--- config.mk ---
export PLATFORM = sky130hd
export DESIGN_NAME = irq_arbiter
export DESIGN_NICKNAME = d
export VERILOG_FILES = /design/src/rtl/pdp11_irq_pkg.sv /design/src/rtl/irq_pick.sv /design/src/rtl/irq_arbiter.sv
export SDC_FILE = /design/constraint.sdc
export NUM_CORES = 1
export LEC_CHECK = 0
export CORE_MARGIN = 2
export CORE_UTILIZATION = 39
export CTS_CLUSTER_DIAMETER = 40
export DETAILED_ROUTE_END_ITERATION = 10
export PLACE_DENSITY = 0.76
export SYNTH_ARGS = -nofsm -noshare
export SYNTH_HDL_FRONTEND = slang
export SYNTH_SLANG_ARGS = --single-unit
--- constraint.sdc ---
create_clock -name clk -period 1.2 [get_ports clk]
set_input_delay 0.24 -clock clk [delete_from_list [all_inputs] [get_ports clk]]
set_output_delay 0.24 -clock clk [all_outputs]
set_load 0.005 [all_outputs]
--- src/rtl/pdp11_irq_pkg.sv ---
// Shared definitions for the interrupt arbiter and the CPU trap-priority logic.
//   IPL_W         width of an interrupt priority level
//   VEC_W         width of a vector byte address
//   arb_state_t   acknowledge sequencer states
//   level_onehot  level -> 8-bit one-hot (bit L set for level L)
package pdp11_irq_pkg;

    localparam int IPL_W = 3;
    localparam int VEC_W = 9;

    typedef enum logic [1:0] {
        ST_IDLE,
        ST_ARB,
        ST_RESP,
        ST_WAIT
    } arb_state_t;

    function automatic logic [7:0] level_onehot(input logic [IPL_W-1:0] level);
        level_onehot = 8'b1 << level;
    endfunction

endpackage

--- src/rtl/irq_pick.sv ---
// Combinational lowest-index priority encoder.
// Ports:
//   i_elig   [N]      candidate mask
//   o_found           any bit of i_elig set
//   o_idx    [IDX_W]  index of the lowest set bit (0 when none)
module irq_pick #(
    parameter  int N     = 8,
    localparam int IDX_W = (N > 1) ? $clog2(N) : 1
) (
    input  logic [N-1:0]     i_elig,
    output logic             o_found,
    output logic [IDX_W-1:0] o_idx
);

    // Scanning downward lets the lowest set index be written last.
    always_comb begin
        o_found = 1'b0;
        o_idx   = '0;
        for (int i = N - 1; i >= 0; i--) begin
            if (i_elig[i]) begin
                o_found = 1'b1;
                o_idx   = IDX_W'(i);
            end
        end
    end

endmodule

--- src/rtl/irq_arbiter.sv ---
// Device-side interrupt arbiter: folds per-source requests into the per-level
// asserting vector and answers CPU acknowledges with the winning vector.
// Optional build macro: IRQ_MASK_EN (adds irq_mask; masked sources keep
// pending but are hidden from asserting and from arbitration).
// Ports:
//   clk, reset_n          clock, async active-low reset
//   irq_req  [NUM_SRC]    request lines, rising edge sets pending
//   irq_clr  [NUM_SRC]    software cancel of pending
//   irq_mask [NUM_SRC]    (IRQ_MASK_EN only) hide source when 1
//   asserting [8]         bit L: some eligible pending source at level L
//   int_ack, int_ipl      CPU acknowledge and level being acknowledged
//   int_vector [9]        vector of the granted source, 0 on nak
//   int_done, int_nak     completion strobe, no-match flag
//   irq_granted [NUM_SRC] one-cycle grant strobe to the device
//
// state   | meaning
// IDLE    | waiting for int_ack, latch int_ipl on entry to ARB
// ARB     | pick lowest pending source at latched level, register it
// RESP    | int_done strobe, grant/clear or nak
// WAIT    | hold until the CPU drops int_ack
module irq_arbiter
    import pdp11_irq_pkg::*;
#(
    parameter int                         NUM_SRC    = 8,
    parameter logic [NUM_SRC*IPL_W-1:0]   SRC_LEVEL  = {NUM_SRC{3'd4}},
    parameter logic [NUM_SRC*VEC_W-1:0]   SRC_VECTOR = '0
) (
    input  logic               clk,
    input  logic               reset_n,
    input  logic [NUM_SRC-1:0] irq_req,
    input  logic [NUM_SRC-1:0] irq_clr,
`ifdef IRQ_MASK_EN
    input  logic [NUM_SRC-1:0] irq_mask,
`endif
    output logic [7:0]         asserting,
    input  logic               int_ack,
    input  logic [IPL_W-1:0]   int_ipl,
    output logic [VEC_W-1:0]   int_vector,
    output logic               int_done,
    output logic               int_nak,
    output logic [NUM_SRC-1:0] irq_granted
);

    localparam int IDX_W = (NUM_SRC > 1) ? $clog2(NUM_SRC) : 1;

    arb_state_t         r_state;
    arb_state_t         w_state_n;
    logic [NUM_SRC-1:0] r_req_q;
    logic [NUM_SRC-1:0] r_pend;
    logic [7:0]         r_assert;
    logic [IPL_W-1:0]   r_ipl;
    logic [IDX_W-1:0]   r_idx;
    logic               r_found;
    logic [VEC_W-1:0]   r_vector;

    logic [NUM_SRC-1:0] w_rise;
    logic [NUM_SRC-1:0] w_elig;
    logic [NUM_SRC-1:0] w_lvl_hit;
    logic [NUM_SRC-1:0] w_match;
    logic [NUM_SRC-1:0] w_grant;
    logic [7:0]         w_assert_n;
    logic               w_found;
    logic [IDX_W-1:0]   w_idx;
    logic [VEC_W-1:0]   w_pick_vec;

    assign w_rise = irq_req & ~r_req_q;

`ifdef IRQ_MASK_EN
    assign w_elig = r_pend & ~irq_mask;
`else
    assign w_elig = r_pend;
`endif

    // Level-0 sources are never eligible, even if the CPU acknowledges level 0.
    always_comb begin
        w_lvl_hit  = '0;
        w_assert_n = '0;
        for (int i = 0; i < NUM_SRC; i++) begin
            w_lvl_hit[i] = (SRC_LEVEL[i*IPL_W +: IPL_W] == r_ipl) &&
                           (SRC_LEVEL[i*IPL_W +: IPL_W] != '0);
            if (w_elig[i])
                w_assert_n = w_assert_n | level_onehot(SRC_LEVEL[i*IPL_W +: IPL_W]);
        end
        w_assert_n[0] = 1'b0;
    end

    assign w_match = w_elig & w_lvl_hit;

    irq_pick #(.N(NUM_SRC)) u_pick (
        .i_elig  (w_match),
        .o_found (w_found),
        .o_idx   (w_idx)
    );

    always_comb begin
        w_pick_vec = '0;
        for (int i = 0; i < NUM_SRC; i++) begin
            if (w_idx == IDX_W'(i))
                w_pick_vec = SRC_VECTOR[i*VEC_W +: VEC_W];
        end
    end

    // Grant uses the index registered in ARB, so a clear during ARB cannot
    // cancel a grant already decided.
    always_comb begin
        w_grant = '0;
        for (int i = 0; i < NUM_SRC; i++)
            w_grant[i] = (r_state == ST_RESP) && r_found && (r_idx == IDX_W'(i));
    end

    always_comb begin
        w_state_n = r_state;
        case (r_state)
            ST_IDLE: if (int_ack) w_state_n = ST_ARB;
            ST_ARB:  w_state_n = ST_RESP;
            ST_RESP: w_state_n = ST_WAIT;
            ST_WAIT: if (!int_ack) w_state_n = ST_IDLE;
            default: w_state_n = ST_IDLE;
        endcase
    end

    always_ff @(posedge clk or negedge reset_n) begin
        if (!reset_n) begin
            r_state  <= ST_IDLE;
            r_req_q  <= '0;
            r_pend   <= '0;
            r_assert <= '0;
            r_ipl    <= '0;
            r_idx    <= '0;
            r_found  <= 1'b0;
            r_vector <= '0;
        end else begin
            r_state  <= w_state_n;
            r_req_q  <= irq_req;
            // New edge wins over clear/grant so a simultaneous request re-pends.
            r_pend   <= (r_pend & ~(irq_clr | w_grant)) | w_rise;
            r_assert <= w_assert_n;
            if (r_state == ST_IDLE && int_ack)
                r_ipl <= int_ipl;
            if (r_state == ST_ARB) begin
                r_idx    <= w_idx;
                r_found  <= w_found;
                r_vector <= w_found ? w_pick_vec : '0;
            end
        end
    end

    assign asserting   = r_assert;
    assign int_vector  = r_vector;
    assign int_done    = (r_state == ST_RESP);
    assign int_nak     = (r_state == ST_RESP) && !r_found;
    assign irq_granted = w_grant;

endmodule

==> summary.md, run 1 <==
| Metric | Value |
|---|---|
| Final antenna-violating net count | 0 |
| Summed instance area of the synthesized netlist | 1260 um^2 |
| Share of the yosys chip area belonging to registers | 0.516 |
| Area of the core | 3050 um^2 |
| Post-layout instance area | 2240 um^2 |
| Synth Area per Inst | 10.6 um^2 |
| Vertical die dimension | 60.9 um |
| DIE AREA | 3700 um^2 |
| Total power | 0.00371 W |
| Number of endpoints failing setup at the final stage | 26 |
| Clock latency reported for the late side of the worst-skew pair | 330 ps |
| Effective utilization at floorplan | 0.413 |
| Highest ir drop seen on vdd | 844 uV |
| Grt total ovfl | 0 |
| Internal reg-to-reg setup slack | -650 ps |
| Standard cell with the maximum stage delay on the critical path | sky130_fd_sc_hd__dfrtp_1 |
| Worst Path Required | 960 ps |
| Most common cell after layout, fill and taps aside | sky130_fd_sc_hd__dfrtp_1 |
| Site Rows | 20 |
| TNS Setup | -8380 ps |
| Vias after detailed routing | 1131 |
| Critical path depth | 6 |
| Count of max-cap constraint violations | 0 |
| Maximum clock frequency | 0.530 GHz |
| Failing checks | negative setup slack |
| Cell count after synthesis | 119 |
| GP Congestion | 0.828 |
| Via count of the first global-routing pass | 1183 |
| Worst R2R Start | r_state[1] |
| Worst path buffer plus inverter count | 3 |
| Result of the run | finished with violations |
| Final layout net count | 219 |
| Layout cell share with drive strength beyond 1 | 0.495 |
| Skew final | 11.7 ps |
| Area Overhead vs Synth | 77.6% |
| CTS HTree Levels | 1 |
| Gate family responsible for the most delay along the worst path | buffers and inverters |
| Drt via density | 4.79 |
| Class of the most critical hold timing path | input pin to asynchronous set/reset pin |
| Worst Path Class, Setup | register to output pin |
| CTS tree | done |
| Overall fraction of global-route tracks in use | 0.218 |
| Cells taking the most area after synthesis | sky130_fd_sc_hd__dfrtp_1, sky130_fd_sc_hd__buf_4, sky130_fd_sc_hd__o32ai_1, sky130_fd_sc_hd__inv_1, sky130_fd_sc_hd__ha_1 |
| Final Hold Viols | 0 |
| DRC errors left | 0 |
| RSZ-0062 raised after global routing | true |
| Logic depth of the worst register-to-register path | 10 |
| Worst Path Max Fanout | 3 |
| Port Buf Inserts | 32 |
| Most used cells in the layout excluding fill and tap cells | sky130_fd_sc_hd__dfrtp_1, sky130_fd_sc_hd__buf_4, sky130_fd_sc_hd__clkdlybuf4s50_1, sky130_fd_sc_hd__inv_1 |
| Number of unique standard cell types used by synthesis | 27 |
| Diodes inserted | 0 |
| Maximum root-to-sink buffer count | 2 |
| PD cells | 1660 nW/um^2 |
| Number of CTS-inserted buffers | 3 |
| Final critical-path share of the clock period | 1.57 |
| Worst reg2reg path endpoint | r_pend[2] |
| Placement-stage cell area | 1690 um^2 |
| Maximum number of pins on one net before global-route repair | 27 |
| Synth area leader | sky130_fd_sc_hd__dfrtp_1 |
| Seq cells post-synth | 26 |
| Global-route wire length before repair | 5690 um |
| Startpoint class of the critical path | register |
| Root buffer selected by CTS | sky130_fd_sc_hd__clkbuf_4 |
| Static leakage | 1.01 nW |
| Routed Wire Length | 3720 um |
| Area share of the leading cell type in the synthesized netlist | 0.516 |
| Peak per-stage delay on the critical path | 420 ps |
| Yosys synthesis warning count | 0 |
| I/O pin total | 49 |
| Die span in x | 60.9 um |
| Worst Setup End Kind | output pin |
| Start point of the critical path | r_state[0] |
| Non-filler instance count after layout | 236 |
| Antenna violations before repair | 0 |
| Cell Chain, Critical Path | inv_2 -> ha_4 -> nand3b_1 -> buf_4 -> nor3_4 -> buf_2 |
| Clock-pin slew on the worst setup and hold paths | 150 ps |
| Final critical-path setup slack | -685 ps |
| Fin Hold WS | 226 ps |
| Total placed cells including tap cells | 206 |
| Data arrival, critical path | 1650 ps |
| DRC marker count from the first detailed-route iteration | 12 |
| # clock sinks | 26 |
| Detailed Routing Iterations Pass 1 | 4 |
| Number of slew-limit violations in the final report | 0 |
| Half-perimeter wire length after placement | 2070 um |
| Mean routed wirelength per cell | 15.8 um |
| Endpoint of the most critical setup path | irq_granted[0] |
| Post-route minimum period | 1890 ps |
-- where the power goes --
part / switching (W) / internal, W / total [W]
combinational: 0.000811 / 0.00100 / 0.00181
clock: 0.000272 / 0.000338 / 0.000610
sequential: 0.000233 / 0.00106 / 0.00129
-- per-layer routing --
| layer | share of wire | up-vias | global-route usage |
|---|---|---|---|
| met4 | 0.029 | 0 | 0.0932 |
| met5 | 0 | - | 0 |
| li1 | - | 510 | - |
| met1 | 0.36 | 544 | 0.238 |
| met2 | 0.56 | 65 | 0.416 |
| met3 | 0.051 | 12 | 0.0277 |
-- timing repair --
item | 4_1_cts | 5_1_grt
hold buffers | 0 | 0
resized for setup | 93 | 24
pin swaps | 16 | 12
setup buffers | 28 | 7
endpoints found under the setup margin | 28 | 28
-- flip-flops by register name, indices dropped and copies added, names as in the netlist --
| register | cells |
|---|---|
| r_idx | 3 |
| r_state | 2 |
| r_req_q | 8 |
| r_pend | 8 |
| r_ipl | 3 |
| r_found | 1 |
| asserting | 1 |
-- kinds of logic after synthesis --
logic type	count (synthesis)	synth area share
AO/OA/AOI/OAI	16	0.110
adder cells (fa/ha/maj)	4	0.0397
multiplexers	5	0.0427
other	1	0.00297
flip-flops	26	0.516
buffers and inverters	36	0.155
AND/OR/NAND/NOR	31	0.134
-- how the worst min path moves through the flow --
stage	end	slack [ps]	cells after the start
2_1_floorplan	asserting[4]	-60	0
3_3_place_gp	r_pend[0]	420	1
3_5_place_dp	r_pend[6]	420	1
4_1_cts	r_req_q[2]	250	2
5_1_grt	r_req_q[1]	230	2
6_report	r_req_q[1]	230	2
-- metrics by stage --
stage	util	worst slack, ps
floorplan	-	-31.9
global placement	0.554	-553
detailed placement	0.554	-613
CTS	0.692	-617
global route	0.734	-770
finish	0.734	-685
-- final cells by class --
type,instances,area (um^2)
Clock buffer,3,22.5
Multi-Input combinational cell,72,772
Fill cell,186,813
Timing Repair Buffer,71,631
Clock inverter,1,30.0
Inverter,19,76.3
Sequential cell,26,653
Tap cell,44,55.1
-- cell usage after synthesis --
cell                       instances
sky130_fd_sc_hd__dfrtp_1          26
sky130_fd_sc_hd__inv_1            19
sky130_fd_sc_hd__buf_4            16
sky130_fd_sc_hd__nor2_1           13
sky130_fd_sc_hd__o32ai_1           9
sky130_fd_sc_hd__nand2_1           5
sky130_fd_sc_hd__ha_1              4
sky130_fd_sc_hd__mux2_2            3
sky130_fd_sc_hd__nand2b_1          3
sky130_fd_sc_hd__mux2i_1           2
sky130_fd_sc_hd__nor2b_1           2
sky130_fd_sc_hd__nor3_1            2
sky130_fd_sc_hd__a211oi_1          1
sky130_fd_sc_hd__a211oi_2          1
sky130_fd_sc_hd__a221o_1           1
sky130_fd_sc_hd__a31o_1            1
sky130_fd_sc_hd__a31oi_1           1
sky130_fd_sc_hd__clkbuf_1          1
sky130_fd_sc_hd__conb_1            1
sky130_fd_sc_hd__nand3_1           1
sky130_fd_sc_hd__nand3_2           1
sky130_fd_sc_hd__nand3b_1          1
sky130_fd_sc_hd__nor3b_1           1
sky130_fd_sc_hd__nor4_4            1
sky130_fd_sc_hd__nor4b_1           1
sky130_fd_sc_hd__o21ai_0           1
sky130_fd_sc_hd__o311a_1           1
No activity file was read; power rests on OpenSTA's default activity.
==> run 2, diff against run 1 <==
--- a/config.mk
+++ b/config.mk
@@ -13,3 +13,4 @@
 export SYNTH_ARGS = -nofsm -noshare
 export SYNTH_HDL_FRONTEND = slang
 export SYNTH_SLANG_ARGS = --single-unit
+export TNS_END_PERCENT = 50
==> summary.md, run 2 (same netlist as run 1, synthesis figures left out) <==
| Metric | Value |
|---|---|
| DIE AREA | 3700 um^2 (unchanged) |
| PD cells | 1780 nW/um^2 (+7.5%) |
| Routing usage on met1 | 0.221 (-0.0173) |
| Global-route wire length before repair | 5290 um (-7.0%) |
| Final layout net count | 209 (-4.6%) |
| Post-layout instance area | 2080 um^2 (-7.0%) |
| Most common cell after layout, fill and taps aside | sky130_fd_sc_hd__dfrtp_1 |
| Placement-stage cell area | 1700 um^2 (+0.44%) |
| Effective utilization at floorplan | 0.413 (unchanged) |
| Skew final | 18.2 ps (+6.55 ps) |
| Clock latency reported for the late side of the worst-skew pair | 350 ps (+20 ps) |
| Area Overhead vs Synth | 65.2% |
| Highest ir drop seen on vdd | 932 uV (+10%) |
| Grt total ovfl | 0 (unchanged) |
| Sequential cell area | 652 um^2 (-0.19%) |
| Drt via density | 4.69 (-2.0%) |
| RSZ-0062 raised after global routing | true |
| Most crowded layer after global routing | met2 |
| GP Congestion | 0.800 (-3.4%) |
| Failing checks | negative setup slack |
| Layout filler cell count | 225 (+21%) |
| Number of CTS-inserted buffers | 3 (unchanged) |
| Routed Wire Length | 3370 um (-9.4%) |
| Area occupied by multi-input gates | 704 um^2 (-8.8%) |
| Half-perimeter wire length after placement | 1990 um (-4.0%) |
| Number of endpoints failing setup at the final stage | 25 (-3.8%) |
| Result of the run | finished with violations |
| I/O pin total | 49 (unchanged) |
| Count of max-cap constraint violations | 0 (unchanged) |
| Data arrival, critical path | 1680 ps (+30 ps) |
| Met2 routing resource usage after global routing | 0.361 (-0.0553) |
| Root buffer selected by CTS | sky130_fd_sc_hd__clkbuf_4 |
| Final antenna-violating net count | 0 (unchanged) |
| Final critical-path share of the clock period | 1.60 (+0.0287) |
| # clock sinks | 26 (unchanged) |
| Site Rows | 20 (unchanged) |
| Maximum root-to-sink buffer count | 2 (unchanged) |
| Vias after detailed routing | 1061 (-6.2%) |
| Maximum clock frequency | 0.521 GHz (-1.8%) |
| Area of the core | 3050 um^2 (unchanged) |
| Final Hold Viols | 0 (unchanged) |
| Worst Path Required | 960 ps (about the same) |
| Mean routed wirelength per cell | 14.9 um (-5.4%) |
| Regs by FF count | r_pend (8), r_req_q (8) |
| Vertical die dimension | 60.9 um (unchanged) |
| Final critical-path setup slack | -720 ps (-34.5 ps) |
| Worst Setup End Kind | output pin |
| GR Util met3 | 0.0299 (+0.00213) |
| CTS tree | done |
| DRC marker count from the first detailed-route iteration | 15 (+3) |
| Overall fraction of global-route tracks in use | 0.204 (-0.0133) |
| Class of the most critical hold timing path | input pin to asynchronous set/reset pin |
| Diodes inserted | 0 (unchanged) |
| Clock-pin slew on the worst setup and hold paths | 160 ps (about the same) |
| Maximum number of pins on one net before global-route repair | 27 (unchanged) |
| Startpoint class of the critical path | register |
| Via count of the first global-routing pass | 1156 (-2.3%) |
| Static leakage | 0.933 nW (-7.3%) |
| Antenna violations before repair | 0 (unchanged) |
| Post-route minimum period | 1920 ps (+34.5 ps) |
| TNS Setup | -9110 ps (-731 ps) |
| CTS HTree Levels | 1 (unchanged) |
| Most used cells in the layout excluding fill and tap cells | sky130_fd_sc_hd__dfrtp_1, sky130_fd_sc_hd__clkdlybuf4s50_1, sky130_fd_sc_hd__inv_1, sky130_fd_sc_hd__buf_4, sky130_fd_sc_hd__conb_1 |
| Number of slew-limit violations in the final report | 0 (unchanged) |
| Port Buf Inserts | 32 (unchanged) |
| DRC errors left | 0 (unchanged) |
| Hold bufs inserted after CTS | 0 (unchanged) |
| Fin Hold WS | 214 ps (-13.0 ps) |
| Detailed Routing Iterations Pass 1 | 3 (-1) |
| Worst Path Max Fanout | 3 (unchanged) |
| Layout cell share with drive strength beyond 1 | 0.429 (-0.0662) |
| Worst Path Class, Setup | register to output pin |
| Die span in x | 60.9 um (unchanged) |
| Utilization after layout | 0.682 (-0.0512) |
-- run 2: cell count changes in the layout (fill, tap and decap cells not counted), sizes merged --
cell	previous run	this run
buf	48	38
clkbuf	5	4
dlygate4sd2	0	1
-- run 2: what timing repair did --
action | 4_1_cts | 5_1_grt
buffers inserted | 16 | 8
endpoints found under the setup margin | 28 | 28
gates cloned | 0 | 1
pin swaps | 14 | 4
resized for setup | 77 | 26
-- run 2: worst max-delay path, cell delays in order, from the launching register on --
cell and delay [ps]:
sky130_fd_sc_hd__dfrtp_1 430, sky130_fd_sc_hd__inv_2 90, sky130_fd_sc_hd__ha_4 150, sky130_fd_sc_hd__nand3b_1 200, sky130_fd_sc_hd__buf_6 190, sky130_fd_sc_hd__nor3_4 150
sky130_fd_sc_hd__buf_2 150
-- run 2: final cells by class --
type                       instances  share of cell area
multi-input combinational         72               0.338
clock buffer                       3              0.0108
inverter                          19              0.0378
timing repair buffer              61               0.259
sequential                        26               0.313
clock inverter                     1              0.0144
tap                               44              0.0264
-- run 2: layer usage --
layer	wire length [um]	part of all wire
met5	0	0
met4	180	0.053
met3	162	0.048
met2	1760	0.52
met1	1260	0.37
-- run 2: path summary, 6_finish.rpt --
| check | to | from | slack (ps) | cells past startpoint |
|---|---|---|---|---|
| worst max-delay path | irq_granted[0] | r_state[0] | -720 | 6 |
| worst max register to register | r_state[1] | r_state[1] | -310 | 9 |
| min in group clk | r_req_q[1] | irq_req[1] | 340 | 1 |
| worst min-delay path | r_req_q[2] | reset_n | 210 | 2 |
| max in group asynchronous | r_found | reset_n | 810 | 2 |
| worst min register to register | r_pend[0] | r_req_q[0] | 440 | 1 |
-- run 2: where the power goes --
group | internal, W | switching (W)
combinational | 0.00101 | 0.000820
clock | 0.000339 | 0.000285
sequential | 0.00106 | 0.000201
-- run 2: stage by stage --
step	setup WS, ps	std cells	total power, W
global route	-780	226	0.00390
global placement	-555	207	0.00224
CTS	-657	225	0.00337
floorplan	-31.9	134	0.00178
finish	-720	226	0.00371
detailed placement	-647	207	0.00231
==> RTL change: new RTL, config.mk and constraints of run 1 <==
The 4 states of `arb_state_t` get a one-hot encoding in 4 bits.
--- a/src/rtl/pdp11_irq_pkg.sv
+++ b/src/rtl/pdp11_irq_pkg.sv
@@ -9,9 +9,9 @@
     localparam int VEC_W = 9;
 
-    typedef enum logic [1:0] {
-        ST_IDLE,
-        ST_ARB,
-        ST_RESP,
-        ST_WAIT
+    typedef enum logic [3:0] {
+        ST_IDLE = 4'b0001,
+        ST_ARB  = 4'b0010,
+        ST_RESP = 4'b0100,
+        ST_WAIT = 4'b1000
     } arb_state_t;
 
Formal check against the unedited RTL: no difference found for any inputs over 10 cycles, from zero or initial values and one cycle with reset_n low; not proved beyond that.
==> RTL change against run 1 <==
The run still ends with setup timing left; sequential share of layout area increased by 4.5 points; area after synthesis rose by 3.4%; wire length down 9.0%; worst setup slack got worse by 0.027 ns; total power down 18%; cell area decreased by 6.7%; sequential cell count is 2 higher; global-route usage fell by 2.4 points; critical endpoint is now irq_granted[2]; largest power group unchanged; highest routed layer unchanged.
==> RTL change: results (changes against run 1) <==
- Placer Congestion: 0.8068 (was 0.8282)
- Pre-antenna DRT Iters: 4 (unchanged)
- CTS clock-pin slew for the worst setup and hold paths: 0.16 ns
- Clk_lat worst skew: 0.34 ns
- Yosys top cell area share: 0.5182 (was 0.5159)
- Vias per cell: 4.774 (was 4.792)
- CTS buffer count: 3 (unchanged)
- Asr flop ratio synth: 1.000 (unchanged)
- Initial antenna violation count: 0 (unchanged)
- Post-synth top cells: 27 x dfrtp_1, 17 x inv_1, 16 x buf_4 (was 26 x dfrtp_1, 19 x inv_1, 16 x buf_4)
- Worst vdd ir: 0.0009207 V (was 0.0008436 V)
- Fill cell count: 242 (was 186)
- Global-route wire length before repair: 5.375 mm (was 5.692 mm)
- Placed inst area: 1772 sq um (was 1692 sq um)
- Ys Warns: 0 (unchanged)
- Sequential area share after synthesis: 0.5384 (was 0.5159)
- Final setup vio count: 27 (was 26)
- Post-Route WL: 3.381 mm (was 3.717 mm)
- Wirelength per Cell: 14.70 um (was 15.75 um)
- Top flop regs: r_pend (8), r_req_q (8), r_state (4) (was r_pend (8), r_req_q (8))
- Fin worst setup slack: -0.7125 ns (was -0.6852 ns)
- Vias in the first global route: 1174 (was 1183)
- Most used DFF post-synth: dfrtp_1 (unchanged)
- DP Cell Count: 212 (was 206)
- Fin Clk Skew: 0.01619 ns (was 0.01168 ns)
- Layout cell share with drive strength beyond 1: 0.4462 (was 0.4948)
- Worst Hold Class: input pin to async pin (unchanged)
- Violated checks: setup timing (unchanged)
- WP data arrival: 1.67 ns (was 1.65 ns)
- Net Sw Frac: 0.3250 (was 0.3547)
- Initial drt markers: 18 (was 12)
- H-tree levels: 1 (unchanged)
- Top cells by area, synth: dfrtp_1 52%, buf_4 9.2%, o32ai_1 5.4% (was dfrtp_1 52%, buf_4 9.5%, o32ai_1 6.3%)
- Synth Instances: 118 (was 119)
- Maximum clock insertion buffer count: 2 (unchanged)
- N_diodes: 0 (unchanged)
- Total GRT Usage: 0.1938 (was 0.2176)
- DP HPWL: 2.165 mm (was 2.069 mm)
- Pin count of the biggest net entering global routing: 29 (was 27)
- Buffers on Ports: 32 (unchanged)
- Synth cell types: 31 (was 27)
- P_leak: 0.9690 nW (was 1.007 nW)
- Crit Path Max Fanout: 2 (was 3)
- Root Driver: clkbuf_4 (unchanged)
- Outcome: finished with violations (unchanged)
## RTL change: cell types whose count changed in the layout (fill, tap and decap cells not counted), sizes merged, moves of 2 or more
cell,delta
buf,-4
ha,-4
inv,-2
nand2b,-2
nand3b,+2
o21ai,+2
o31ai,+2
## RTL change: final cells by class
cell class	instances	area (sq um)	area share
clock buffer	4	26.28	0.01257
tap	44	55.05	0.02635
multi-input combinational	71	643.1	0.3078
timing repair buffer	66	595.6	0.2850
inverter	17	66.31	0.03174
sequential	28	703.2	0.3365
## RTL change: power groups by stage
stage          Combinational, mW  Sequential [mW]  Clock (mW)
5_1_grt                     1.46             1.27       0.455
3_3_place_gp               0.791             1.24           0
6_report                    1.37             1.25       0.419
3_5_place_dp               0.824             1.25           0
2_1_floorplan              0.479             1.26           0
4_1_cts                     1.14             1.24       0.419
## RTL change: worst paths after layout
path | startpoint | to | slack, ns | depth (start not counted)
setup / recovery | r_state[3]$_DFFE_PN0P_ | irq_granted[2] | -0.71 | 5
hold / removal | reset_n | r_req_q[2]$_DFF_PN0_ | 0.23 | 2
setup reg to reg | r_state[0]$_DFFE_PN1P_ | r_pend[6]$_DFF_PN0_ | -0.35 | 8
hold reg to reg | r_req_q[3]$_DFF_PN0_ | r_pend[3]$_DFF_PN0_ | 0.45 | 1
max in group asynchronous | reset_n | r_state[0]$_DFFE_PN1P_ | 0.72 | 2
min in group clk | irq_req[5] | r_req_q[5]$_DFF_PN0_ | 0.34 | 1
## RTL change: worst max-delay path, cell delays in order, from the launching register on
cell,delay [ns]
dfrtp_1,0.43
buf_6,0.13
or4_4,0.43
buf_6,0.14
nor2_4,0.09
buf_2,0.12
## RTL change: cell families after synthesis
kind of cell	count (synthesis)	synth area share
flip-flops	28	0.5384
AO/OA/AOI/OAI	16	0.09405
buffers and inverters	34	0.1497
other	1	0.002876
multiplexers	4	0.04222
AND/OR/NAND/NOR	35	0.1727
## RTL change: per-stage QoR
stage          hold slack, ns  setup slack, ns  setup TNS [ns]
4_1_cts                0.2369          -0.7119          -9.313
3_5_place_dp           0.4237          -0.5811          -8.115
3_3_place_gp           0.4175          -0.5799          -7.866
6_report               0.2289          -0.7125          -9.934
5_1_grt                0.2551          -0.7852          -12.08
2_1_floorplan        -0.05559         -0.08706         -0.4717
## RTL change: routing by layer
metal | wire length [um] | global-route usage | share of wire
met5 | 0 | 0 | 0
met4 | 86 | 0.08511 | 0.025
met3 | 129 | 0.03106 | 0.038
met2 | 1815 | 0.3504 | 0.54
met1 | 1349 | 0.2255 | 0.40
## RTL change: repair_timing
action,CTS,global route
pin swaps,15,11
setup endpoints to repair,29,30
setup buffers,10,6
resized for setup,73,25
